==> config.mk <==
export PLATFORM = sky130hd
export DESIGN_NAME = ram_port_sequencer
export DESIGN_NICKNAME = d
export VERILOG_FILES = /design/src/rtl/ram_port_sequencer.sv
export SDC_FILE = /design/constraint.sdc
export NUM_CORES = 1
export LEC_CHECK = 0
export ABC_AREA = 1
export BUFFER_PORTS_ARGS = -buffer_cell sky130_fd_sc_hd__buf_2
export CAP_MARGIN = 5
export CORE_UTILIZATION = 56
export DETAILED_ROUTE_END_ITERATION = 6
export GPL_TIMING_DRIVEN = 0
export PLACE_DENSITY = 0.83
export SYNTH_ARGS = -nofsm -noshare
export SYNTH_HDL_FRONTEND = slang
export SYNTH_SLANG_ARGS = --single-unit
==> constraint.sdc <==
create_clock -name CLOCK_50 -period 2 [get_ports CLOCK_50]
set_input_delay 0.4 -clock CLOCK_50 [delete_from_list [all_inputs] [get_ports CLOCK_50]]
set_output_delay 0.4 -clock CLOCK_50 [all_outputs]
set_load 0.03 [all_outputs]
==> src/rtl/ram_port_sequencer.sv <==
// Sole owner of the single-port RAM: turns write requests into one write cycle plus read-back,
// runs a periodic address scan, and hands each completed read to the display stage.
module ram_port_sequencer #(
  parameter int ADDR_W   = 5,
  parameter int DATA_W   = 8,
  parameter int SCAN_DIV = 50_000_000,
  parameter int RD_LAT   = 2
) (
  input  logic              CLOCK_50,
  input  logic              rst_n,
  input  logic              wr_req,
  input  logic [ADDR_W-1:0] wr_addr,
  input  logic [DATA_W-1:0] wr_data,
  output logic [ADDR_W-1:0] ram_address,
  output logic [DATA_W-1:0] ram_data,
  output logic              ram_wren,
  input  logic [DATA_W-1:0] ram_q,
  output logic [ADDR_W-1:0] disp_addr,
  output logic [DATA_W-1:0] disp_data,
  output logic              disp_valid,
  output logic              busy
);

  localparam int CNT_W = (SCAN_DIV > 1) ? $clog2(SCAN_DIV) : 1;
  localparam int LAT_W = (RD_LAT > 1) ? $clog2(RD_LAT) : 1;
  localparam logic [CNT_W-1:0] SCAN_LAST = CNT_W'(SCAN_DIV - 1);
  localparam logic [LAT_W-1:0] LAT_LAST  = LAT_W'(RD_LAT - 1);

  typedef enum logic [1:0] {IDLE, WRITE, READ, CAPTURE} state_t;

  state_t            state;
  state_t            state_next;
  logic              wr_req_prev;
  logic              wr_pend;
  logic [ADDR_W-1:0] hold_addr;
  logic [DATA_W-1:0] hold_data;
  logic [CNT_W-1:0]  scan_cnt;
  logic              scan_pend;
  logic [ADDR_W-1:0] scan_addr;
  logic [ADDR_W-1:0] target;
  logic              is_scan;
  logic [LAT_W-1:0]  lat_cnt;
  logic              wr_edge;
  logic              scan_tick;
  logic              start_write;
  logic              start_scan;

  assign wr_edge   = wr_req & ~wr_req_prev;
  assign scan_tick = (scan_cnt == SCAN_LAST);
  assign busy      = (state != IDLE);

  always_ff @(posedge CLOCK_50 or negedge rst_n) begin
    if (!rst_n) begin
      state <= IDLE;
    end else begin
      state <= state_next;
    end
  end

  // Write enable and data come straight from the state so reset removes them asynchronously.
  always_comb begin
    state_next  = state;
    ram_wren    = 1'b0;
    ram_data    = '0;
    start_write = 1'b0;
    start_scan  = 1'b0;
    case (state)
      IDLE: begin
        if (wr_pend) begin
          state_next  = WRITE;
          start_write = 1'b1;
        end else if (scan_pend) begin
          state_next = READ;
          start_scan = 1'b1;
        end
      end
      WRITE: begin
        ram_wren   = 1'b1;
        ram_data   = hold_data;
        state_next = READ;
      end
      READ: begin
        if (lat_cnt == LAT_LAST) begin
          state_next = CAPTURE;
        end
      end
      CAPTURE: begin
        state_next = IDLE;
      end
      default: begin
        state_next = IDLE;
      end
    endcase
  end

  // wr_req_prev starts high so a request already asserted at reset release is ignored.
  always_ff @(posedge CLOCK_50 or negedge rst_n) begin
    if (!rst_n) begin
      wr_req_prev <= 1'b1;
      wr_pend     <= 1'b0;
      hold_addr   <= '0;
      hold_data   <= '0;
      scan_cnt    <= '0;
      scan_pend   <= 1'b0;
    end else begin
      wr_req_prev <= wr_req;
      if (state == WRITE) begin
        wr_pend <= 1'b0;
      end else if (wr_edge && !wr_pend) begin
        wr_pend   <= 1'b1;
        hold_addr <= wr_addr;
        hold_data <= wr_data;
      end
      scan_cnt <= scan_tick ? '0 : scan_cnt + CNT_W'(1);
      if (scan_tick) begin
        scan_pend <= 1'b1;
      end else if (start_scan) begin
        scan_pend <= 1'b0;
      end
    end
  end

  // ram_address is only loaded when an access starts, so it holds its last value while idle.
  always_ff @(posedge CLOCK_50 or negedge rst_n) begin
    if (!rst_n) begin
      ram_address <= '0;
      target      <= '0;
      is_scan     <= 1'b0;
      lat_cnt     <= '0;
      scan_addr   <= '0;
      disp_addr   <= '0;
      disp_data   <= '0;
      disp_valid  <= 1'b0;
    end else begin
      disp_valid <= 1'b0;
      if (start_write) begin
        ram_address <= hold_addr;
        target      <= hold_addr;
        is_scan     <= 1'b0;
      end else if (start_scan) begin
        ram_address <= scan_addr;
        target      <= scan_addr;
        is_scan     <= 1'b1;
      end
      if (state == READ) begin
        lat_cnt <= lat_cnt + LAT_W'(1);
      end else begin
        lat_cnt <= '0;
      end
      if (state == CAPTURE) begin
        disp_addr  <= target;
        disp_data  <= ram_q;
        disp_valid <= 1'b1;
        if (is_scan) begin
          scan_addr <= scan_addr + ADDR_W'(1);
        end
      end
    end
  end

endmodule
==> out/metrics.cfg, run 1 <==
[outcome]
status=completed

[timing]
setup_slack_ps=119
finalHoldViolCount=0
fmax_mhz=532
maxSlewViolCount=0
slew_headroom=0.437
worst_pin_slew_ps=845
period_share=0.940
skew_ps=9.66
setup_viol=0
rsz0062_at_grt=no
tns_ps=0
period_needed_ps=1880

[min_path]
hp-class=in -> async

[yosys]
seq_area_frac_synth=0.513
synth-seq-cells=70
synth_fp_nets=409
ys_types=27
yosysWarnings=0
synth.avg_cell_area_um2=9.04
synthCells=378
synth_area_um2=3420

[cts]
numCtsBuffers=9
cts_setup_buffers=0
clkSlewWorstSetupHoldPaths_ps=80
cts_tree=done
htree_levels=3
insertion_delay_ps=360
clockBufferDepth=2
cts_sinks=70
cts-root-buf=clkbuf_8
holdBufCountCts=0

[finish]
syn_to_final_growth_pct=16.6
final_common_cell=nand2_1
finalNonFillerCells=521
mostFrequentLayoutCells=nand2_1, dfrtp_1, nor2_1, buf_2, inv_1
final_core_util=0.673
fin_nets=472
fin_area_um2=3990
layout-drive-gt1-share=0.267
antenna_cells=0

[floorplan]
dieWidth_um=80.1
core_area_um2=5920
start_util=0.577
die_area_um2=6420
num_rows=28
pin_count=53
die_h_um=80.1

[setup_path]
cp_max_fo=10
crit_path_start_kind=register
required_ps=1600
r2r_end=hold_data[6]
path_class=reg -> out
ff2ff_path_depth=7
cp-end-kind=output port
reg2reg_slack_ps=360
cp_data_arrival_time_ps=1480
r2r_start=state[1]

[place]
post-place-ws_ps=341
placed_cell_area_um2=3770
dp_hpwl_mm=4.72
gp_congestion=0.846
dp_cells=505
numPortBuffers=52

[detailed_routing]
final_antenna_net_count=0
vias_per_cell=5.01
drtIter0Drc=146
vias=2612
first_pass_iters=5
drc_errors=0
drt-total-wl_mm=6.47
avgRoutedWirePerCell_um=12.4

[global_routing]
grt_max_degree=71
grt_usage=0.229
grt_pass1_wl_mm=11.2
grt_pass1_vias=2544
antenna_found_initial=0
overflow=0

[power_and_ir_drop]
powerDensity_nw_per_um2=1210
ir_worst_vdd_mv=0.877
p_leak_nw=2.02

[run]
cap_violations=0

[area by class of cell]
class	count	area (µm²)
Clock buffer	9	124
Tap cell	75	93.8
Sequential cell	70	1750
Fill cell	477	1940
Multi-Input combinational cell	263	1470
Timing Repair Buffer	52	268
Clock inverter	7	78.8
Inverter	40	150
Buffer	5	43.8
[metal layers]
layer	track usage	wire (µm)
met4	0.107	138
met2	0.366	3010
met3	0.0386	245
met5	0	0
met1	0.304	3070
[flip-flops by register name (all words and copies together), names as in the netlist]
name,flops
disp_addr,5
disp_data,8
disp_valid,1
hold_addr,5
hold_data,8
is_scan,1
lat_cnt,1
scan_addr,5
scan_cnt,26
scan_pend,1
state,2
target,5
wr_pend,1
wr_req_prev,1
[cell families after synthesis]
kind of cell	share of synthesized area
muxes	0.0791
and+or+nand+nor	0.257
buffers and inverters	0.0567
xor gates and xnor gates	0.0410
AOI/OAI and AO/OA	0.0275
adders and majority gates	0.0256
DFF	0.513
[through the flow]
stage | hold slack [ps] | power [mW]
2_1_floorplan | 104 | 3.21
3_3_place_gp | 414 | 3.61
3_5_place_dp | 412 | 3.69
4_1_cts | 148 | 4.86
5_1_grt | 157 | 5.10
6_report | 154 | 4.82
[repair_timing]
item | 4_1_cts | 5_1_grt
resized for setup | 0 | 4
hold endpoints to repair | 0 | 0
endpoints found under the setup margin | 0 | 2
[Yosys cell counts (all sizes together)]
library cell  number  area, µm²
o21a               3       22.5
dfrtp             69       1730
xnor2              6       52.6
inv               40        150
mux2              24        270
a21oi              8       40.0
o211ai             2       15.0
nand3b             1       7.51
nand3             24        125
o22ai              1       6.26
dfstp              1       26.3
nor3               4       31.3
nor3b              1       12.5
xor2              10       87.6
ha                 7       87.6
nor2              74        325
buf                5       43.8
nand4              1       6.26
o21ai              2       10.0
nand2             95        372
[critical path, cell delays in order, from the launching register on]
cell and delay, ps:
dfrtp_1 410, inv_2 80, ha_2 190, buf_6 150, nand2_1 60, inv_1 50
clkbuf_4 180
[how the worst max path moves through the flow]
stage / start / endpoint / slack, ps / cells past startpoint
2_1_floorplan: state[1] / hold_addr[0] / 260 / 7
3_3_place_gp: rst_n / hold_data[3] / 190 / 1
3_5_place_dp: state[1] / hold_data[6] / 340 / 7
4_1_cts: state[1] / ram_data[2] / 70 / 6
5_1_grt: state[1] / ram_data[2] / 20 / 6
6_report: state[1] / ram_data[2] / 120 / 6
[power breakdown]
part           internal, mW  leakage (nW)  switching, mW  total [mW]
sequential             1.78         0.890          0.198        1.98
clock                 0.588        0.0929          0.582        1.17
combinational         0.634          1.04           1.04        1.67
total                  3.00          2.02           1.82        4.82
Note: power is estimated with default switching activity, not from simulation.
==> run 2: changes to the inputs <==
Settings changed: GPL_TIMING_DRIVEN 0 to default.
==> out/metrics.cfg, run 2 (synthesis results as in run 1) <==
[place]
gp_congestion=0.853  ; was 0.846
dp_hpwl_mm=4.86  ; was 4.72 mm
numPortBuffers=52  ; unchanged

[power_and_ir_drop]
powerDensity_nw_per_um2=1180  ; was 1210 nW/µm²
p_leak_nw=2.02  ; about the same
ir_worst_vdd_mv=0.902  ; was 0.877 mV

[finish]
n_fill_cell=463  ; was 477
largest_reg_flops=26  ; unchanged
regMostFlops=scan_cnt  ; unchanged
fin_nets=470  ; was 472
syn_to_final_growth_pct=16.0  ; was 16.6%
mostFrequentLayoutCells=nand2_1, dfrtp_1, nor2_1, buf_2, inv_1  ; unchanged
antenna_cells=0  ; unchanged
layout-drive-gt1-share=0.259  ; was 0.267
final_common_cell=nand2_1  ; unchanged
final_core_util=0.669  ; was 0.673
top_regs=scan_cnt x26, disp_data x8, hold_data x8  ; unchanged

[cts]
numCtsBuffers=9  ; unchanged
htree_levels=3  ; unchanged
insertion_delay_ps=350  ; was 360 ps
clockBufferDepth=2  ; unchanged
cts_tree=done  ; unchanged
cts-root-buf=clkbuf_8  ; unchanged
clkSlewWorstSetupHoldPaths_ps=80  ; about the same
cts_sinks=70  ; unchanged

[timing]
period_share=0.924  ; was 0.940
slew_headroom=0.602  ; was 0.437
setup_viol=0  ; unchanged
worst_pin_slew_ps=596  ; was 845 ps
skew_ps=9.58  ; was 9.66 ps
finalHoldViolCount=0  ; unchanged
maxSlewViolCount=0  ; unchanged
rsz0062_at_grt=no  ; unchanged
tns_ps=0  ; unchanged
fmax_mhz=541  ; was 532 MHz
period_needed_ps=1850  ; was 1880 ps

[setup_path]
cp_max_fo=4  ; was 10
cp-end-kind=output port  ; unchanged
cp_slowest_cell=dfrtp_1  ; unchanged
crit_top_cell=inv_1
path_depth=4  ; was 6
required_ps=1600  ; about the same
path_class=reg -> out  ; unchanged
ff2ff_path_depth=6  ; was 7
worstPathCellList=inv_1 -> ha_1 -> inv_1 -> buf_2  ; was inv_2 -> ha_2 -> buf_6 -> nand2_1 -> inv_1 -> clkbuf_4
cp_data_arrival_time_ps=1450  ; was 1480 ps
r2r_end=scan_cnt[23]  ; was hold_data[6]
crit_path_start_kind=register  ; unchanged
r2r_start=scan_cnt[0]  ; was state[1]
critPathTopFamily=flip-flops  ; was buffers and inverters
reg2reg_slack_ps=390  ; was 360 ps
max_stage_delay_ps=440  ; was 410 ps
cp.buffers_inverters=3  ; was 4

[global_routing]
grt_usage=0.229  ; about the same
grt_pass1_vias=2443  ; was 2544
grt_pass1_wl_mm=11.0  ; was 11.2 mm
antenna_found_initial=0  ; unchanged
overflow=0  ; unchanged
grt_max_degree=28  ; was 71

[floorplan]
core_area_um2=5920  ; unchanged
die_h_um=80.1  ; unchanged
die_area_um2=6420  ; unchanged
dieWidth_um=80.1  ; unchanged
pin_count=53  ; unchanged
start_util=0.577  ; unchanged
num_rows=28  ; unchanged

[outcome]
status=finished with violations  ; was completed
violations=DRC

[detailed_routing]
drt-total-wl_mm=6.47  ; about the same
final_antenna_net_count=0  ; unchanged
drc_errors=1  ; was 0
first_pass_iters=7  ; was 5
vias=2639  ; was 2612
drtIter0Drc=166  ; was 146
vias_per_cell=5.08  ; was 5.01
avgRoutedWirePerCell_um=12.5  ; was 12.4 µm

[run]
cap_violations=0  ; unchanged

[min_path]
hp-class=in -> async  ; unchanged

==> run 2: changes by cell type in the layout (fill, tap and decap cells not counted), moves of 2 or more <==
cell / before / now
clkinv_2: 0 / 2
buf_6: 3 / 0
inv_6: 3 / 1
buf_12: 0 / 2
clkbuf_4: 2 / 0
==> run 2: worst max path at each step <==
stage | start | end
after floorplan | state[1] | hold_addr[0]
after global placement | state[1] | hold_addr[3]
after detailed placement | state[1] | hold_addr[0]
after CTS | state[1] | ram_data[3]
after global routing | state[1] | ram_data[1]
final | state[0] | busy
==> run 2: repair_timing <==
action	4_1_cts	5_1_grt
hold buffers	0	0
gates resized for setup	1	1
setup endpoints to repair	8	2
setup buffers	0	0
==> run 2: cell type report <==
| type | instances | area [µm²] | share of cell area |
|---|---|---|---|
| Sequential cell | 70 | 1750 | 0.442 |
| Multi-Input combinational cell | 263 | 1480 | 0.374 |
| Timing Repair Buffer | 55 | 308 | 0.0777 |
| Inverter | 40 | 150 | 0.0379 |
| Clock buffer | 11 | 141 | 0.0357 |
| Tap cell | 75 | 93.8 | 0.0237 |
| Clock inverter | 5 | 33.8 | 0.00852 |
==> run 2: power breakdown <==
group | internal, mW | switching [mW] | leakage [nW]
clock network | 0.484 | 0.533 | 0.0857
registers | 1.78 | 0.210 | 0.890
logic | 0.630 | 1.04 | 1.04
total | 2.89 | 1.78 | 2.02
==> run 2: stage by stage <==
step                power (mW)  hold slack [ps]  instances  area (µm²)  worst slack, ps
floorplan                 3.21              104        378        3420              262
global placement          3.59              416        503        3780              312
detailed placement        3.68              423        503        3780              224
CTS                       4.70             69.2        519        3950             67.5
global route              4.95             96.4        519        3960             79.7
finish                    4.68             51.5        519        3960              152
==> run 2: layer usage <==
metal  wire (µm)  global-route usage  vias to the layer above
li1            -                   -                     1309
met4         142               0.107                        0
met5           0                   0                        -
met2        3140               0.368                       76
met3         276              0.0511                       13
met1        2920               0.294                     1241
==> run 3: changes to the inputs <==
Settings changed: SETUP_SLACK_MARGIN from default to 0.3.
==> out/metrics.cfg, run 3 (synthesis results as in run 1) <==
[outcome]
status=finished with violations  ; unchanged
violations=DRC  ; unchanged

[timing]
slew_headroom=0.736  ; was 0.602
setup_slack_ps=203  ; was 152 ps
skew_ps=6.74  ; was 9.58 ps
fmax_mhz=557  ; was 541 MHz
rsz0062_at_grt=yes  ; was no
worst_pin_slew_ps=396  ; was 596 ps
finalHoldViolCount=0  ; unchanged
setup_viol=0  ; unchanged
maxSlewViolCount=0  ; unchanged
tns_ps=0  ; unchanged
period_needed_ps=1800  ; was 1850 ps
period_share=0.898  ; was 0.924

[cts]
numCtsBuffers=9  ; unchanged
cts-root-buf=clkbuf_8  ; unchanged
htree_levels=3  ; unchanged
cts_tree=done  ; unchanged
clkSlewWorstSetupHoldPaths_ps=80  ; about the same
cts_sinks=70  ; unchanged
clockBufferDepth=2  ; unchanged
insertion_delay_ps=340  ; was 350 ps
holdBufCountCts=0  ; unchanged

[run]
cap_violations=0  ; unchanged

[global_routing]
grt_max_degree=71  ; was 28
overflow=0  ; unchanged
grt_usage=0.239  ; was 0.229
grt_use_met3=0.0352  ; was 0.0511
grt_pass1_vias=2567  ; was 2443
use_met2=0.413  ; was 0.368
grt_util_met1=0.296  ; was 0.294
grt-busiest-layer=met2  ; unchanged
grt_pass1_wl_mm=11.6  ; was 11.0 mm
antenna_found_initial=0  ; unchanged

[setup_path]
cp_data_arrival_time_ps=1400  ; was 1450 ps
path_depth=6  ; was 4
ff2ff_path_depth=7  ; was 6
cp_slowest_cell=dfrtp_1  ; unchanged
critPathTopFamily=buffers and inverters  ; was flip-flops
cp_max_fo=7  ; was 4
worstPathCellList=inv_2 -> ha_4 -> buf_6 -> nand2_4 -> inv_2 -> buf_6  ; was inv_1 -> ha_1 -> inv_1 -> buf_2
max_stage_delay_ps=410  ; was 440 ps
path_class=reg -> out  ; unchanged
crit_path_start_kind=register  ; unchanged
cp.buffers_inverters=4  ; was 3
cp-end-kind=output port  ; unchanged
required_ps=1600  ; about the same

[finish]
fin_nets=477  ; was 470
mostFrequentLayoutCells=nand2_1, dfrtp_1, nor2_1, buf_2, inv_1  ; unchanged
antenna_cells=0  ; unchanged
layout-drive-gt1-share=0.295  ; was 0.259
final_common_cell=nand2_1  ; unchanged
largest_reg_flops=26  ; unchanged
top_regs=scan_cnt x26, disp_data x8, hold_data x8  ; unchanged
regMostFlops=scan_cnt  ; unchanged
syn_to_final_growth_pct=19.4  ; was 16.0%
final_core_util=0.689  ; was 0.669

[place]
dp_hpwl_mm=4.77  ; was 4.86 mm
gp_congestion=0.886  ; was 0.853
numPortBuffers=52  ; unchanged
post-place-ws_ps=346  ; was 224 ps

[detailed_routing]
drt-total-wl_mm=7.19  ; was 6.47 mm
vias_per_cell=5.17  ; was 5.08
drtIter0Drc=206  ; was 166
avgRoutedWirePerCell_um=13.7  ; was 12.5 µm
drc_errors=1  ; unchanged
final_antenna_net_count=0  ; unchanged
first_pass_iters=6  ; was 7
vias=2717  ; was 2639

[power_and_ir_drop]
p_leak_nw=2.06  ; was 2.02 nW
ir_worst_vdd_mv=0.896  ; was 0.902 mV
powerDensity_nw_per_um2=1210  ; was 1180 nW/µm²
finalPower_mw=4.94  ; was 4.68 mW

[floorplan]
core_area_um2=5920  ; unchanged
die_area_um2=6420  ; unchanged
num_rows=28  ; unchanged
die_h_um=80.1  ; unchanged
dieWidth_um=80.1  ; unchanged
start_util=0.577  ; unchanged
pin_count=53  ; unchanged

[min_path]
hp-class=in -> async  ; unchanged

==> run 3: timing repair <==
action / 4_1_cts / 5_1_grt
gates resized for setup: 19 / 16
pin swaps: 0 / 1
setup endpoints to repair: 10 / 24
setup buffers: 5 / 3
==> run 3: area by class of cell <==
class / count / area (µm²)
fill: 436 / 1840
sequential: 70 / 1750
multi-input combinational: 263 / 1500
timing repair buffer: 62 / 404
inverter: 40 / 150
clock buffer: 11 / 141
tap: 75 / 93.8
clock inverter: 5 / 35.0
==> run 3: path summary, 6_finish.rpt <==
check / from / endpoint / slack (ps)
max: state[1] / ram_data[2] / 200
min: rst_n / target[4] / 70
max reg2reg: state[1] / hold_addr[2] / 340
min reg2reg: lat_cnt / lat_cnt / 440
max in group asynchronous: rst_n / wr_req_prev / 1610
min in group CLOCK_50: wr_req / wr_req_prev / 180
==> run 3: metal layers <==
metal  vias to the layer above  share of wire
met4                         0          0.021
li1                       1329              -
met2                        84           0.51
met5                         -              0
met3                        16          0.050
met1                      1288           0.42
==> run 3: stage by stage <==
stage	hold slack [ps]	cells	cell area, µm²
floorplan	104	378	3420
global placement	414	502	3760
CTS	81.6	523	4020
global route	97.7	526	4080
finish	71.4	526	4080
detailed placement	421	502	3760
==> run 3: power by group <==
| group | switching (mW) | total, mW | internal (mW) | leakage (nW) |
|---|---|---|---|---|
| registers | 0.209 | 1.99 | 1.78 | 0.889 |
| clock network | 0.536 | 1.02 | 0.484 | 0.0893 |
| logic | 1.16 | 1.93 | 0.766 | 1.08 |
| total | 1.91 | 4.94 | 3.03 | 2.06 |
